**src/rtl/load_store_unit_if.sv**
```systemverilog
// Data-side memory bus between the load/store unit (master) and data memory (slave).
interface load_store_unit_if;
   logic        mem_valid;
   logic        mem_ready;
   logic [31:0] mem_addr;
   logic        mem_we;
   logic [3:0]  mem_be;
   logic [31:0] mem_wdata;
   logic [31:0] mem_rdata;

   modport master (
      output mem_valid, mem_addr, mem_we, mem_be, mem_wdata,
      input  mem_ready, mem_rdata
   );

   modport slave (
      input  mem_valid, mem_addr, mem_we, mem_be, mem_wdata,
      output mem_ready, mem_rdata
   );
endinterface

```
**src/rtl/load_store_unit.sv**
```systemverilog
// Load/store engine: decodes a memory request, runs one bus transaction with a
// wait-state timeout, and returns an extended load result for writeback.
module load_store_unit #(
   parameter int MAX_WAIT = 16
) (
   input  logic                      clk,
   input  logic                      reset,
   input  logic                      start,
   input  logic                      is_store,
   input  logic [2:0]                funct3,
   input  logic [31:0]               addr,
   input  logic [31:0]               wdata,
   output logic                      busy,
   output logic                      done,
   output logic [31:0]               rdata,
   output logic                      misaligned,
   output logic                      err,
   load_store_unit_if.master         mem
);

   localparam logic [7:0] WAIT_LAST = 8'(MAX_WAIT - 1);

   typedef enum logic [1:0] {IDLE, REQ, DONE} state_t;

   state_t      state, state_next;

   logic        legal_in, misalign_in, accept, timeout;
   logic [3:0]  be_in;
   logic [31:0] wdata_in, load_value;
   logic [7:0]  byte_sel;
   logic [15:0] half_sel;

   logic [2:0]  f3_q;
   logic [1:0]  off_q;
   logic        we_q, err_q, mis_q;
   logic [3:0]  be_q;
   logic [31:0] addr_q, wdata_q, rdata_q;
   logic [7:0]  wait_cnt;

   // Request decode straight from the start-cycle inputs; funct3[1:0] gives the access size.
   always_comb begin
      legal_in    = 1'b0;
      misalign_in = 1'b0;
      be_in       = 4'b0000;
      wdata_in    = wdata;
      case (funct3)
         3'b000, 3'b001, 3'b010: legal_in = 1'b1;
         3'b100, 3'b101:         legal_in = !is_store;
         default:                legal_in = 1'b0;
      endcase
      case (funct3[1:0])
         2'b00: begin
            be_in    = 4'b0001 << addr[1:0];
            wdata_in = {4{wdata[7:0]}};
         end
         2'b01: begin
            misalign_in = addr[0];
            be_in       = addr[1] ? 4'b1100 : 4'b0011;
            wdata_in    = {2{wdata[15:0]}};
         end
         default: begin
            misalign_in = (addr[1:0] != 2'b00);
            be_in       = 4'b1111;
            wdata_in    = wdata;
         end
      endcase
   end

   assign accept  = (state == IDLE) && start;
   assign timeout = (state == REQ) && !mem.mem_ready && (wait_cnt == WAIT_LAST);

   always_ff @(posedge clk or posedge reset) begin
      if (reset) state <= IDLE;
      else       state <= state_next;
   end

   always_comb begin
      state_next = state;
      case (state)
         IDLE: if (start) state_next = (!legal_in || misalign_in) ? DONE : REQ;
         REQ:  if (mem.mem_ready || timeout) state_next = DONE;
         DONE: state_next = IDLE;
         default: state_next = IDLE;
      endcase
   end

   // Lane selection uses the offset latched at start, not the live address input.
   always_comb begin
      byte_sel   = mem.mem_rdata[{off_q, 3'b000} +: 8];
      half_sel   = mem.mem_rdata[{off_q[1], 4'b0000} +: 16];
      load_value = mem.mem_rdata;
      case (f3_q)
         3'b000:  load_value = {{24{byte_sel[7]}}, byte_sel};
         3'b100:  load_value = {24'h000000, byte_sel};
         3'b001:  load_value = {{16{half_sel[15]}}, half_sel};
         3'b101:  load_value = {16'h0000, half_sel};
         default: load_value = mem.mem_rdata;
      endcase
   end

   always_ff @(posedge clk or posedge reset) begin
      if (reset) begin
         f3_q     <= 3'b000;
         off_q    <= 2'b00;
         we_q     <= 1'b0;
         be_q     <= 4'b0000;
         addr_q   <= 32'h0;
         wdata_q  <= 32'h0;
         rdata_q  <= 32'h0;
         wait_cnt <= 8'h00;
         err_q    <= 1'b0;
         mis_q    <= 1'b0;
      end else if (accept) begin
         f3_q     <= funct3;
         off_q    <= addr[1:0];
         we_q     <= is_store;
         be_q     <= be_in;
         addr_q   <= {addr[31:2], 2'b00};
         wdata_q  <= wdata_in;
         wait_cnt <= 8'h00;
         err_q    <= !legal_in;
         mis_q    <= legal_in && misalign_in;
      end else if (state == REQ) begin
         if (mem.mem_ready) begin
            if (!we_q) rdata_q <= load_value;
         end else begin
            wait_cnt <= wait_cnt + 8'h01;
            if (timeout) err_q <= 1'b1;
         end
      end
   end

   // Status and bus strobes are decoded from state so reset drops them immediately.
   assign busy          = (state == REQ);
   assign done          = (state == DONE);
   assign rdata         = rdata_q;
   assign err           = (state == DONE) && err_q;
   assign misaligned    = (state == DONE) && mis_q;
   assign mem.mem_valid = (state == REQ);
   assign mem.mem_we    = (state == REQ) && we_q;
   assign mem.mem_be    = (state == REQ) ? be_q : 4'b0000;
   assign mem.mem_addr  = addr_q;
   assign mem.mem_wdata = wdata_q;

endmodule

```
**src/flat_wrapper.sv**
```systemverilog
// flat-port wrapper written by rule: the top's interface ports become plain ports
module load_store_unit_flat 
#(
   parameter int MAX_WAIT = 16
)
  (clk, reset, start, is_store, funct3, addr, wdata, busy, done, rdata, misaligned, err, mem_mem_valid, mem_mem_addr, mem_mem_we, mem_mem_be, mem_mem_wdata, mem_mem_ready, mem_mem_rdata);
  load_store_unit_if mem_i ();
  input  logic clk;
  input  logic reset;
  input  logic start;
  input  logic is_store;
  input  logic [2:0] funct3;
  input  logic [31:0] addr;
  input  logic [31:0] wdata;
  output logic busy;
  output logic done;
  output logic [31:0] rdata;
  output logic misaligned;
  output logic err;
  output wire logic [$bits(mem_i.mem_valid)-1:0] mem_mem_valid;
  output wire logic [$bits(mem_i.mem_addr)-1:0] mem_mem_addr;
  output wire logic [$bits(mem_i.mem_we)-1:0] mem_mem_we;
  output wire logic [$bits(mem_i.mem_be)-1:0] mem_mem_be;
  output wire logic [$bits(mem_i.mem_wdata)-1:0] mem_mem_wdata;
  input wire logic [$bits(mem_i.mem_ready)-1:0] mem_mem_ready;
  input wire logic [$bits(mem_i.mem_rdata)-1:0] mem_mem_rdata;
  assign mem_mem_valid = mem_i.mem_valid;
  assign mem_mem_addr = mem_i.mem_addr;
  assign mem_mem_we = mem_i.mem_we;
  assign mem_mem_be = mem_i.mem_be;
  assign mem_mem_wdata = mem_i.mem_wdata;
  assign mem_i.mem_ready = mem_mem_ready;
  assign mem_i.mem_rdata = mem_mem_rdata;
  load_store_unit #(.MAX_WAIT(MAX_WAIT)) u_core (.clk(clk), .reset(reset), .start(start), .is_store(is_store), .funct3(funct3), .addr(addr), .wdata(wdata), .busy(busy), .done(done), .rdata(rdata), .misaligned(misaligned), .err(err), .mem(mem_i));
endmodule
```
**config.mk**
```make
export PLATFORM = sky130hd
export DESIGN_NAME = load_store_unit_flat
export DESIGN_NICKNAME = d
export VERILOG_FILES = /design/src/rtl/load_store_unit_if.sv /design/src/rtl/load_store_unit.sv /design/src/flat_wrapper.sv
export SDC_FILE = /design/constraint.sdc
export NUM_CORES = 1
export LEC_CHECK = 0
export CAP_MARGIN = 20
export CORE_MARGIN = 8
export CORE_UTILIZATION = 41
export CTS_CLUSTER_SIZE = 24
export DETAILED_ROUTE_END_ITERATION = 8
export PLACE_DENSITY = 0.73
export SLEW_MARGIN = 25
export SYNTH_ARGS = -nofsm -noshare
export SYNTH_HDL_FRONTEND = slang
export SYNTH_SLANG_ARGS = --single-unit
```
**constraint.sdc**
```tcl
create_clock -name clk -period 5.6 [get_ports clk]
set_clock_uncertainty 0.1 [all_clocks]
set_input_delay 1.12 -clock clk [delete_from_list [all_inputs] [get_ports clk]]
set_output_delay 1.12 -clock clk [all_outputs]
set_load 0.1 [all_outputs]
```
==> flow_summary.yaml <==
sta:
  post-route-min-period_ps: 4000
  fin_hold_ws_ps: 375
  worst_slew_pin_slew_ps: 1070
  rsz0062_at_grt: "no"
  setup-tns-final_ps: 0
  fmax_mhz: 250
  maxSlewHeadroom_pct: 28.4
  final-max-slew-violation-count: 0
  min_period_over_period_pct: 71.4
  setup_ws_ps: 1600
  setup_viol: 0
  hold_viol: 0
grt:
  grt_pass1_vias: 5285
  global_route.usage.met1_pct: 24.7
  grt_first_pass_wirelength_um: 28700
  overflow: 0
  grt.total_usage_pct: 20.7
  grt_max_degree: 85
  use_met3_pct: 12.3
  busiest_layer: "met2"
  met2_usage_pct: 30.2
  antenna_found_initial: 0
critical_path:
  crit_buf_inv: 1
  max_stage_delay_ps: 1130
  r2r-start: "u_core.state[0]"
  path_cells: "nor2b_1, and2_1, clkdlybuf4s50_1"
  slowest_stage: "clkdlybuf4s50_1"
  cp.arrival_ps: 2780
  crit_type: "register to output port"
  crit_path_max_fanout: 8
  timing.rr.end: "u_core.rdata[13]"
  r2r_cells: 4
  crit_family: "buffers and inverters"
  endpoint_kind: "output port"
  cp-start-kind: "register"
  critPathRequiredTime_ps: 4380
  reg2reg_slack_ps: 3280
synthesis:
  synth-xor-area-share_pct: 0.641
  yosysUniqueCellTypes: 48
  muxShareOfSynthArea_pct: 6.64
  synthFlopType: "dfrtp_1"
  syn_area_per_cell_um2: 9.08
  synth_area_mm2: 0.00547
  synthSimpleGateAreaFrac_pct: 22.4
  async_flop_share_pct: 100
  synth_top_family_by_area: "simple AND/OR/NAND/NOR gates"
  synth_cells: 602
  synth_edf_count: 0
  synth_compound_gate_area_share_pct: 12.6
  yosys_register_bits: 116
  synth_fa_ha_area_share_pct: 0.229
  yosysWarnings: 0
  seq_area_frac_synth_pct: 53.1
final_layout:
  area_delta_synth_final_pct: 51.2
  nets: 899
  final_cell_mix: "clkdlybuf4s50_1, nand2_1, dfrtp_1, nor2_1, a21oi_1"
  drive_gt1_share_pct: 7.31
  final_common_cell: "clkdlybuf4s50_1"
  n_antenna_cell: 0
clock_network:
  cts_root_buf: "clkbuf_16"
  clkTransAtPathRegs_ps: 50
  cts_tree: "built"
  clk_latency_ps: 410
  hold_buffers: 0
  clock-sinks: 116
  cts_inserted_buffers: 17
  cts-htree-levels: 4
  clock_path_buffers: 2
  cts_resized: 0
  cts_setup_buffers: 0
detailed_routing:
  via_per_inst: 5.19
  vias: 5097
  ant_nets: 0
  wl_per_cell_um: 18.4
  finalWirelength_um: 18100
  drtIter0Drc: 383
  drt_pass1_iterations: 5
  drc_errors: 0
pwr:
  ir_drop_uv: 368
  power_density_mw_per_mm2: 674
  power.total_w: 0.00558
  leakage_nw: 3.64
job:
  cap_violations: 0
min_path:
  hold_end: "u_core.mem.mem_addr[26]"
  hold_path_depth: 2
  hp-class: "register to register"
  min_from: "u_core.mem.mem_addr[26]"
floorplanning:
  die_w_um: 131
  num_rows: 42
  io_pins: 210
  dieArea_mm2: 0.0173
  start_util_pct: 41.6
  die_h_um: 131
  core-area_mm2: 0.0131
outcome:
  status: "complete, no violations"
place:
  numPortBuffers: 207
  hpwl_um: 13100
  gp_congestion: 0.838
  pre_cts_ws_ps: 1990
==> per-layer routing <==
metal	share of wire, %	routed length (µm)
met4	1.4	250
met2	43	7800
met5	0	0
met1	42	7530
met3	14	2480
==> worst max path at each step <==
stage                    start             end  slack (ps)  cells past startpoint
2_1_floorplan            reset  u_core.be_q[0]        1310                      1
3_3_place_gp   u_core.state[1]   mem_mem_be[3]        2040                      3
3_5_place_dp   u_core.state[0]   mem_mem_be[0]        1990                      3
4_1_cts        u_core.state[0]   mem_mem_be[0]        1540                      3
5_1_grt        u_core.state[0]   mem_mem_be[0]        1390                      3
6_report       u_core.state[0]   mem_mem_be[0]        1600                      3
==> where the power goes <==
group	internal [W]	leakage (nW)	switching, W
sequential	0.00112	1.40	0.000211
combinational	0.000690	1.93	0.00241
clock	0.000774	0.316	0.000377
total	0.00258	3.64	0.00300
==> state kept, by name (all words and copies together) (netlist names) <==
name / flops
u_core.mis_q: 1
u_core.wait_cnt: 8
u_core.err_q: 1
u_core.state: 2
u_core.f3_q: 3
u_core.mem.mem_addr: 30
u_core.we_q: 1
u_core.off_q: 2
u_core.mem.mem_wdata: 32
u_core.rdata: 32
u_core.be_q: 4
==> synthesized netlist by cell type, drive strengths merged (7+ instances only) <==
master    n  share of area, %
mux2i    34               6.2
o21ai    32               2.9
dfrtp   116                53
and2      8              0.92
a21oi    57               6.2
inv      10              0.69
clkbuf   27               1.9
buf      15               1.8
o22ai     7              0.80
nand2   166                11
nor2     63               4.4
nand2b   10               1.1
nand3b   10               1.4
==> cell families (layout without fill, tap and decap cells) <==
family	count (synthesis)	in the layout
AOI/OAI and AO/OA	113	113
xor gates and xnor gates	4	4
muxes	36	36
adders and majority gates	1	1
DFF	116	116
and+or+nand+nor	279	279
other	1	2
buffers and inverters	52	256
==> per-stage QoR <==
stage	util (%)	instances	instance area, µm²
after global routing	62.9	983	8270
after floorplan	-	603	5470
after detailed placement	58.2	951	7640
after global placement	58.2	951	7640
final	62.9	983	8270
after CTS	62.9	983	8270
==> final cells by class <==
type | instances | area, µm²
well taps | 176 | 220
multi-input cells | 435 | 2350
repair buffers | 214 | 2120
clock buffers | 21 | 470
clock inverters | 11 | 155
fillers | 1107 | 4870
inverters | 10 | 42.5
flip-flops and latches | 116 | 2900
==> tightest hold or removal path: stages (launching register included) <==
cell	delay, ps
dfrtp_1	340
nand2_1	50
nand2_1	50
No activity file was read; power rests on OpenSTA's default activity.
